===== src/rtl/controlador_deslocador_if.sv =====
// Command/response channel between a requester and controlador_deslocador.
// The master modport is the requester side; the slave modport is the controller side.
interface controlador_deslocador_if #(
    parameter int unsigned SIZE  = 4,
    parameter int unsigned CNT_W = 3
);
    logic             cmd_valid;
    logic             cmd_ready;
    logic [SIZE-1:0]  cmd_data;
    logic             cmd_dir;
    logic [CNT_W-1:0] cmd_amt;
    logic             cmd_fill;
    logic             cmd_rot;
    logic             rsp_valid;
    logic             rsp_ready;
    logic [SIZE-1:0]  rsp_data;

    modport master (
        output cmd_valid,
        output cmd_data,
        output cmd_dir,
        output cmd_amt,
        output cmd_fill,
        output cmd_rot,
        output rsp_ready,
        input  cmd_ready,
        input  rsp_valid,
        input  rsp_data
    );

    modport slave (
        input  cmd_valid,
        input  cmd_data,
        input  cmd_dir,
        input  cmd_amt,
        input  cmd_fill,
        input  cmd_rot,
        input  rsp_ready,
        output cmd_ready,
        output rsp_valid,
        output rsp_data
    );
endinterface


===== src/rtl/controlador_deslocador.sv =====
// Command sequencer driving one deslocador_universal shifter (load/shift/freeze).
// Define DESLOC_ROTATE_EN to honour cmd_rot; otherwise every command is a plain shift.
module controlador_deslocador #(
    parameter int unsigned SIZE  = 4,
    parameter int unsigned CNT_W = 3
) (
    input  logic                    clk,
    input  logic                    rst_n,
    controlador_deslocador_if.slave bus,
    output logic                    busy,
    output logic [SIZE-1:0]         sh_E,
    output logic                    sh_load,
    output logic                    sh_dir,
    output logic                    sh_Er,
    output logic                    sh_El,
    input  logic [SIZE-1:0]         sh_Y
);

    typedef enum logic [1:0] {
        StIdle,
        StLoad,
        StShift,
        StResp
    } state_e;

    state_e           state_q, state_d;
    logic [SIZE-1:0]  hold_q,  hold_d;
    logic [SIZE-1:0]  data_q,  data_d;
    logic             dir_q,   dir_d;
    logic [CNT_W-1:0] amt_q,   amt_d;
    logic             fill_q,  fill_d;
    logic             rot_q,   rot_d;
    logic [CNT_W-1:0] cnt_q,   cnt_d;

    logic             rot_in;

`ifdef DESLOC_ROTATE_EN
    assign rot_in = bus.cmd_rot;
`else
    logic unused_rot;
    assign unused_rot = bus.cmd_rot;
    assign rot_in     = 1'b0;
`endif

    always_ff @(posedge clk or negedge rst_n) begin
        if (!rst_n) begin
            state_q <= StIdle;
            hold_q  <= '0;
            data_q  <= '0;
            dir_q   <= 1'b0;
            amt_q   <= '0;
            fill_q  <= 1'b0;
            rot_q   <= 1'b0;
            cnt_q   <= '0;
        end else begin
            state_q <= state_d;
            hold_q  <= hold_d;
            data_q  <= data_d;
            dir_q   <= dir_d;
            amt_q   <= amt_d;
            fill_q  <= fill_d;
            rot_q   <= rot_d;
            cnt_q   <= cnt_d;
        end
    end

    always_comb begin
        state_d = state_q;
        hold_d  = hold_q;
        data_d  = data_q;
        dir_d   = dir_q;
        amt_d   = amt_q;
        fill_d  = fill_q;
        rot_d   = rot_q;
        cnt_d   = cnt_q;

        bus.cmd_ready = 1'b0;
        bus.rsp_valid = 1'b0;
        bus.rsp_data  = '0;
        busy          = 1'b1;
        // The shifter has no enable, so holding means reloading every cycle.
        sh_load       = 1'b1;
        sh_E          = hold_q;
        sh_dir        = 1'b0;
        sh_Er         = 1'b0;
        sh_El         = 1'b0;

        unique case (state_q)
            StIdle: begin
                busy          = 1'b0;
                bus.cmd_ready = 1'b1;
                sh_E          = hold_q;
                if (bus.cmd_valid) begin
                    data_d  = bus.cmd_data;
                    dir_d   = bus.cmd_dir;
                    amt_d   = bus.cmd_amt;
                    fill_d  = bus.cmd_fill;
                    rot_d   = rot_in;
                    state_d = StLoad;
                end
            end

            StLoad: begin
                sh_E = data_q;
                if (amt_q == '0) begin
                    state_d = StResp;
                end else begin
                    cnt_d   = amt_q;
                    state_d = StShift;
                end
            end

            StShift: begin
                sh_load = 1'b0;
                sh_dir  = dir_q;
                if (!dir_q) begin
                    sh_Er = rot_q ? sh_Y[SIZE-1] : fill_q;
                end else begin
                    sh_El = rot_q ? sh_Y[0] : fill_q;
                end
                cnt_d = cnt_q - CNT_W'(1);
                if (cnt_q == CNT_W'(1)) begin
                    state_d = StResp;
                end
            end

            StResp: begin
                bus.rsp_valid = 1'b1;
                bus.rsp_data  = sh_Y;
                sh_E          = sh_Y;
                if (bus.rsp_ready) begin
                    hold_d  = sh_Y;
                    state_d = StIdle;
                end
            end

            default: begin
                state_d = StIdle;
            end
        endcase
    end

endmodule

===== src/flat_wrapper.sv =====
// flat-port wrapper written by rule: the top's interface ports become plain ports
module controlador_deslocador_flat 
#(
    parameter int unsigned SIZE  = 4,
    parameter int unsigned CNT_W = 3
)
  (clk, rst_n, busy, sh_E, sh_load, sh_dir, sh_Er, sh_El, sh_Y, bus_cmd_valid, bus_cmd_data, bus_cmd_dir, bus_cmd_amt, bus_cmd_fill, bus_cmd_rot, bus_rsp_ready, bus_cmd_ready, bus_rsp_valid, bus_rsp_data);
  controlador_deslocador_if #(.SIZE(SIZE), .CNT_W(CNT_W)) bus_i ();
  input  logic clk;
  input  logic rst_n;
  output logic busy;
  output logic [SIZE-1:0] sh_E;
  output logic sh_load;
  output logic sh_dir;
  output logic sh_Er;
  output logic sh_El;
  input  logic [SIZE-1:0] sh_Y;
  input wire logic [$bits(bus_i.cmd_valid)-1:0] bus_cmd_valid;
  input wire logic [$bits(bus_i.cmd_data)-1:0] bus_cmd_data;
  input wire logic [$bits(bus_i.cmd_dir)-1:0] bus_cmd_dir;
  input wire logic [$bits(bus_i.cmd_amt)-1:0] bus_cmd_amt;
  input wire logic [$bits(bus_i.cmd_fill)-1:0] bus_cmd_fill;
  input wire logic [$bits(bus_i.cmd_rot)-1:0] bus_cmd_rot;
  input wire logic [$bits(bus_i.rsp_ready)-1:0] bus_rsp_ready;
  output wire logic [$bits(bus_i.cmd_ready)-1:0] bus_cmd_ready;
  output wire logic [$bits(bus_i.rsp_valid)-1:0] bus_rsp_valid;
  output wire logic [$bits(bus_i.rsp_data)-1:0] bus_rsp_data;
  assign bus_i.cmd_valid = bus_cmd_valid;
  assign bus_i.cmd_data = bus_cmd_data;
  assign bus_i.cmd_dir = bus_cmd_dir;
  assign bus_i.cmd_amt = bus_cmd_amt;
  assign bus_i.cmd_fill = bus_cmd_fill;
  assign bus_i.cmd_rot = bus_cmd_rot;
  assign bus_i.rsp_ready = bus_rsp_ready;
  assign bus_cmd_ready = bus_i.cmd_ready;
  assign bus_rsp_valid = bus_i.rsp_valid;
  assign bus_rsp_data = bus_i.rsp_data;
  controlador_deslocador #(.SIZE(SIZE), .CNT_W(CNT_W)) u_core (.clk(clk), .rst_n(rst_n), .bus(bus_i), .busy(busy), .sh_E(sh_E), .sh_load(sh_load), .sh_dir(sh_dir), .sh_Er(sh_Er), .sh_El(sh_El), .sh_Y(sh_Y));
endmodule

===== config.mk =====
export PLATFORM = sky130hd
export DESIGN_NAME = controlador_deslocador_flat
export DESIGN_NICKNAME = d
export VERILOG_FILES = /design/src/rtl/controlador_deslocador_if.sv /design/src/rtl/controlador_deslocador.sv /design/src/flat_wrapper.sv
export SDC_FILE = /design/constraint.sdc
export NUM_CORES = 1
export LEC_CHECK = 0
export BUFFER_PORTS_ARGS = -buffer_cell sky130_fd_sc_hd__buf_4
export CORE_ASPECT_RATIO = 1.4
export CORE_MARGIN = 3
export CORE_UTILIZATION = 45
export CTS_BUF_LIST = sky130_fd_sc_hd__clkbuf_8
export CTS_CLUSTER_SIZE = 8
export DETAILED_ROUTE_END_ITERATION = 6
export HOLD_SLACK_MARGIN = 0.05
export PLACE_DENSITY = 0.76
export SKIP_LAST_GASP = 1
export SYNTH_ARGS = -nofsm -noshare
export SYNTH_HDL_FRONTEND = slang
export SYNTH_SLANG_ARGS = --single-unit

===== constraint.sdc =====
create_clock -name clk -period 4.1 [get_ports clk]
set_clock_uncertainty 0.1 [all_clocks]
set_input_delay 0.82 -clock clk [delete_from_list [all_inputs] [get_ports clk]]
set_output_delay 0.82 -clock clk [all_outputs]
set_load 0.05 [all_outputs]

==> results.py <==
metrics = {
    "outcome": {
        "status": "finished, final reports clean",
    },
    "cts": {
        "holdBufCountCts": 0,
        "post_cts_resized": 0,
        "cts_tree": "built",
        "cts_setup_buffers": 0,
        "cts_max_path_buffers": 2,
        "ctsHtreeMaxLevel": 1,
        "clkLatencyLatePin_ps": 240,
        "cts-root-buf": "clkbuf_8",
        "clock-sinks": 18,
        "clk_pin_slew_ps": 70,
        "numCtsBuffers": 3,
    },
    "min_path": {
        "hold_class": "in2async",
    },
    "run": {
        "cap_violations": 0,
    },
    "critical_path": {
        "crit_family": "flip-flops",
        "path_cells": "inv_1 -> ha_1 -> nor2_1 -> a221o_1 -> buf_4",
        "cpMaxStageDelayCell": "dfrtp_1",
        "cp-end-kind": "output pin",
        "critPathRequiredTime_ps": 3180,
        "crit_buf_inv": 2,
        "cp-start-kind": "flop",
        "crit_path_max_incr_delay_ps": 420,
        "critPathArrivalTime_ps": 1880,
        "crit_fanout": 10,
        "crit_type": "reg2out",
    },
    "place": {
        "dpl.hpwl_um": 1540,
        "port_buffers": 31,
        "gp_congestion": 0.705,
    },
    "drt": {
        "via_count": 757,
        "drt_pass1_iterations": 4,
        "met3WireLength_um": 102,
        "met1_length_um": 751,
        "wl_um": 1930,
        "drcViolationCount": 0,
        "top_layer": "met4",
        "wl_per_cell_um": 13.9,
        "first_iter_violations": 11,
        "ant_nets": 0,
        "via_per_inst": 5.45,
        "met2WireLength_um": 1060,
    },
    "yosys": {
        "synth_nets": 109,
        "netlist_area_um2": 1010,
        "syn_inst": 85,
        "synth_cell_types": 28,
        "synth_area_per_cell_um2": 11.9,
        "yosysWarningCount": 0,
        "ys_seq_elements": 18,
        "seq_area_frac_synth_pct": 44.6,
    },
    "timing": {
        "rsz0062_at_grt": "no",
        "max_freq_ghz": 0.357,
        "relSlewSlack_pct": 72.2,
        "finalHoldViolCount": 0,
        "drv_slew": 0,
        "finalSetupTns_ps": 0,
        "period_share_pct": 68.3,
        "setup_violations": 0,
        "worst_pin_slew_ps": 416,
        "fin_crit_ps": 2800,
    },
    "global_routing": {
        "grt_pass1_vias": 771,
        "grt_pass1_wl_um": 3210,
        "antenna_found_initial": 0,
        "grt_use_total_pct": 15.4,
        "grt_overflow": 0,
        "grt_max_degree": 19,
    },
    "floorplanning": {
        "dieArea_um2": 2860,
        "core_area_um2": 2040,
        "die_h_um": 62.1,
        "num_rows": 19,
        "io_pins": 33,
        "die_w_um": 46.1,
        "initial_core_util_pct": 49.4,
    },
    "cells_and_area": {
        "diodes": 0,
        "fillers": 175,
        "seqCellArea_um2": 450,
        "drive_above_1_share_pct": 44.9,
        "final_cell_mix": "buf_4 (31), dfrtp_1 (18), mux2_2 (14)",
        "layout-area-overhead-vs-synth_pct": 29.5,
        "final_common_cell": "buf_4",
        "layout.nets": 143,
        "multi_input_area_um2": 522,
    },
}
-- cell usage after synthesis --
cell,count,area share (%)
a2111oi_2,1,1.5
a211oi_2,1,1.2
a221o_1,4,4.0
a2bb2oi_1,1,0.87
a31oi_1,1,0.62
and2_1,5,3.1
and2b_1,2,1.5
and3_1,1,0.62
buf_2,1,0.49
buf_6,1,1.1
dfrtp_1,18,45
ha_1,6,7.4
inv_1,6,2.2
mux2_1,1,1.1
mux2_2,14,16
mux2i_1,1,0.99
nand2_1,7,2.6
nand2b_4,1,1.4
nand3b_1,1,0.74
nor2_1,4,1.5
nor2b_1,1,0.62
nor3_1,1,0.49
nor4b_4,1,2.4
o211ai_1,1,0.74
o21ai_0,1,0.49
o21ai_1,1,0.49
o22a_1,1,0.87
o311ai_1,1,0.87
-- sequential cells by signal, indices dropped and copies added (netlist names) --
signal          count
u_core.cnt_q        3
u_core.hold_q       4
u_core.state_q      2
u_core.dir_q        1
u_core.amt_q        3
u_core.data_q       4
u_core.fill_q       1
-- stage by stage --
stage                     util (%)  setup WS (ps)  instance area, µm²  std cells  hold slack (ps)
final                         64.0           1300                1310        139              330
after global routing          64.0           1170                1310        139              333
after CTS                     64.0           1270                1310        139              332
after detailed placement      61.3           1550                1250        135              399
after global placement        61.3           1570                1250        135              375
after floorplan                  -           1220                1010         85              358
-- cells by family after synthesis --
logic type / after synthesis / synth area share, %
AND/OR/NAND/NOR: 24 / 14.9
flip-flops: 18 / 44.6
multiplexers: 16 / 17.7
AO/OA/AOI/OAI: 13 / 11.6
buffers and inverters: 8 / 3.84
adder cells (fa/ha/maj): 6 / 7.43
-- layout make-up --
type	instances	share of cell area (%)
repair buffers	31	17.8
inverters	6	1.72
flip-flops and latches	18	34.4
multi-input cells	59	39.9
well taps	21	2.01
clock buffers	4	4.21
-- path summary, 6_finish.rpt --
| path | start | end | slack (ps) | cells after the start |
|---|---|---|---|---|
| worst max-delay path | u_core.state_q[1]$_DFFE_PN0P_ | sh_E[0] | 1300 | 5 |
| worst min-delay path | rst_n | u_core.state_q[1]$_DFFE_PN0P_ | 330 | 1 |
| worst max register to register | u_core.state_q[1]$_DFFE_PN0P_ | u_core.cnt_q[2]$_DFFE_PN0P_ | 2240 | 5 |
| worst min register to register | u_core.hold_q[3]$_DFFE_PN0P_ | u_core.hold_q[3]$_DFFE_PN0P_ | 410 | 1 |
| max in group asynchronous | rst_n | u_core.amt_q[1]$_DFFE_PN0P_ | 3380 | 1 |
| min in group clk | u_core.hold_q[3]$_DFFE_PN0P_ | u_core.hold_q[3]$_DFFE_PN0P_ | 410 | 1 |
-- metal layers --
| metal | global-route usage, % | up-vias |
|---|---|---|
| met1 | 17.9 | 363 |
| met4 | 4.88 | 0 |
| li1 | - | 370 |
| met2 | 28.1 | 22 |
| met5 | 0 | - |
| met3 | 2.31 | 2 |
Power is not shown: default switching activity piles up to over one toggle a cycle in this logic, so the estimate is an artifact.
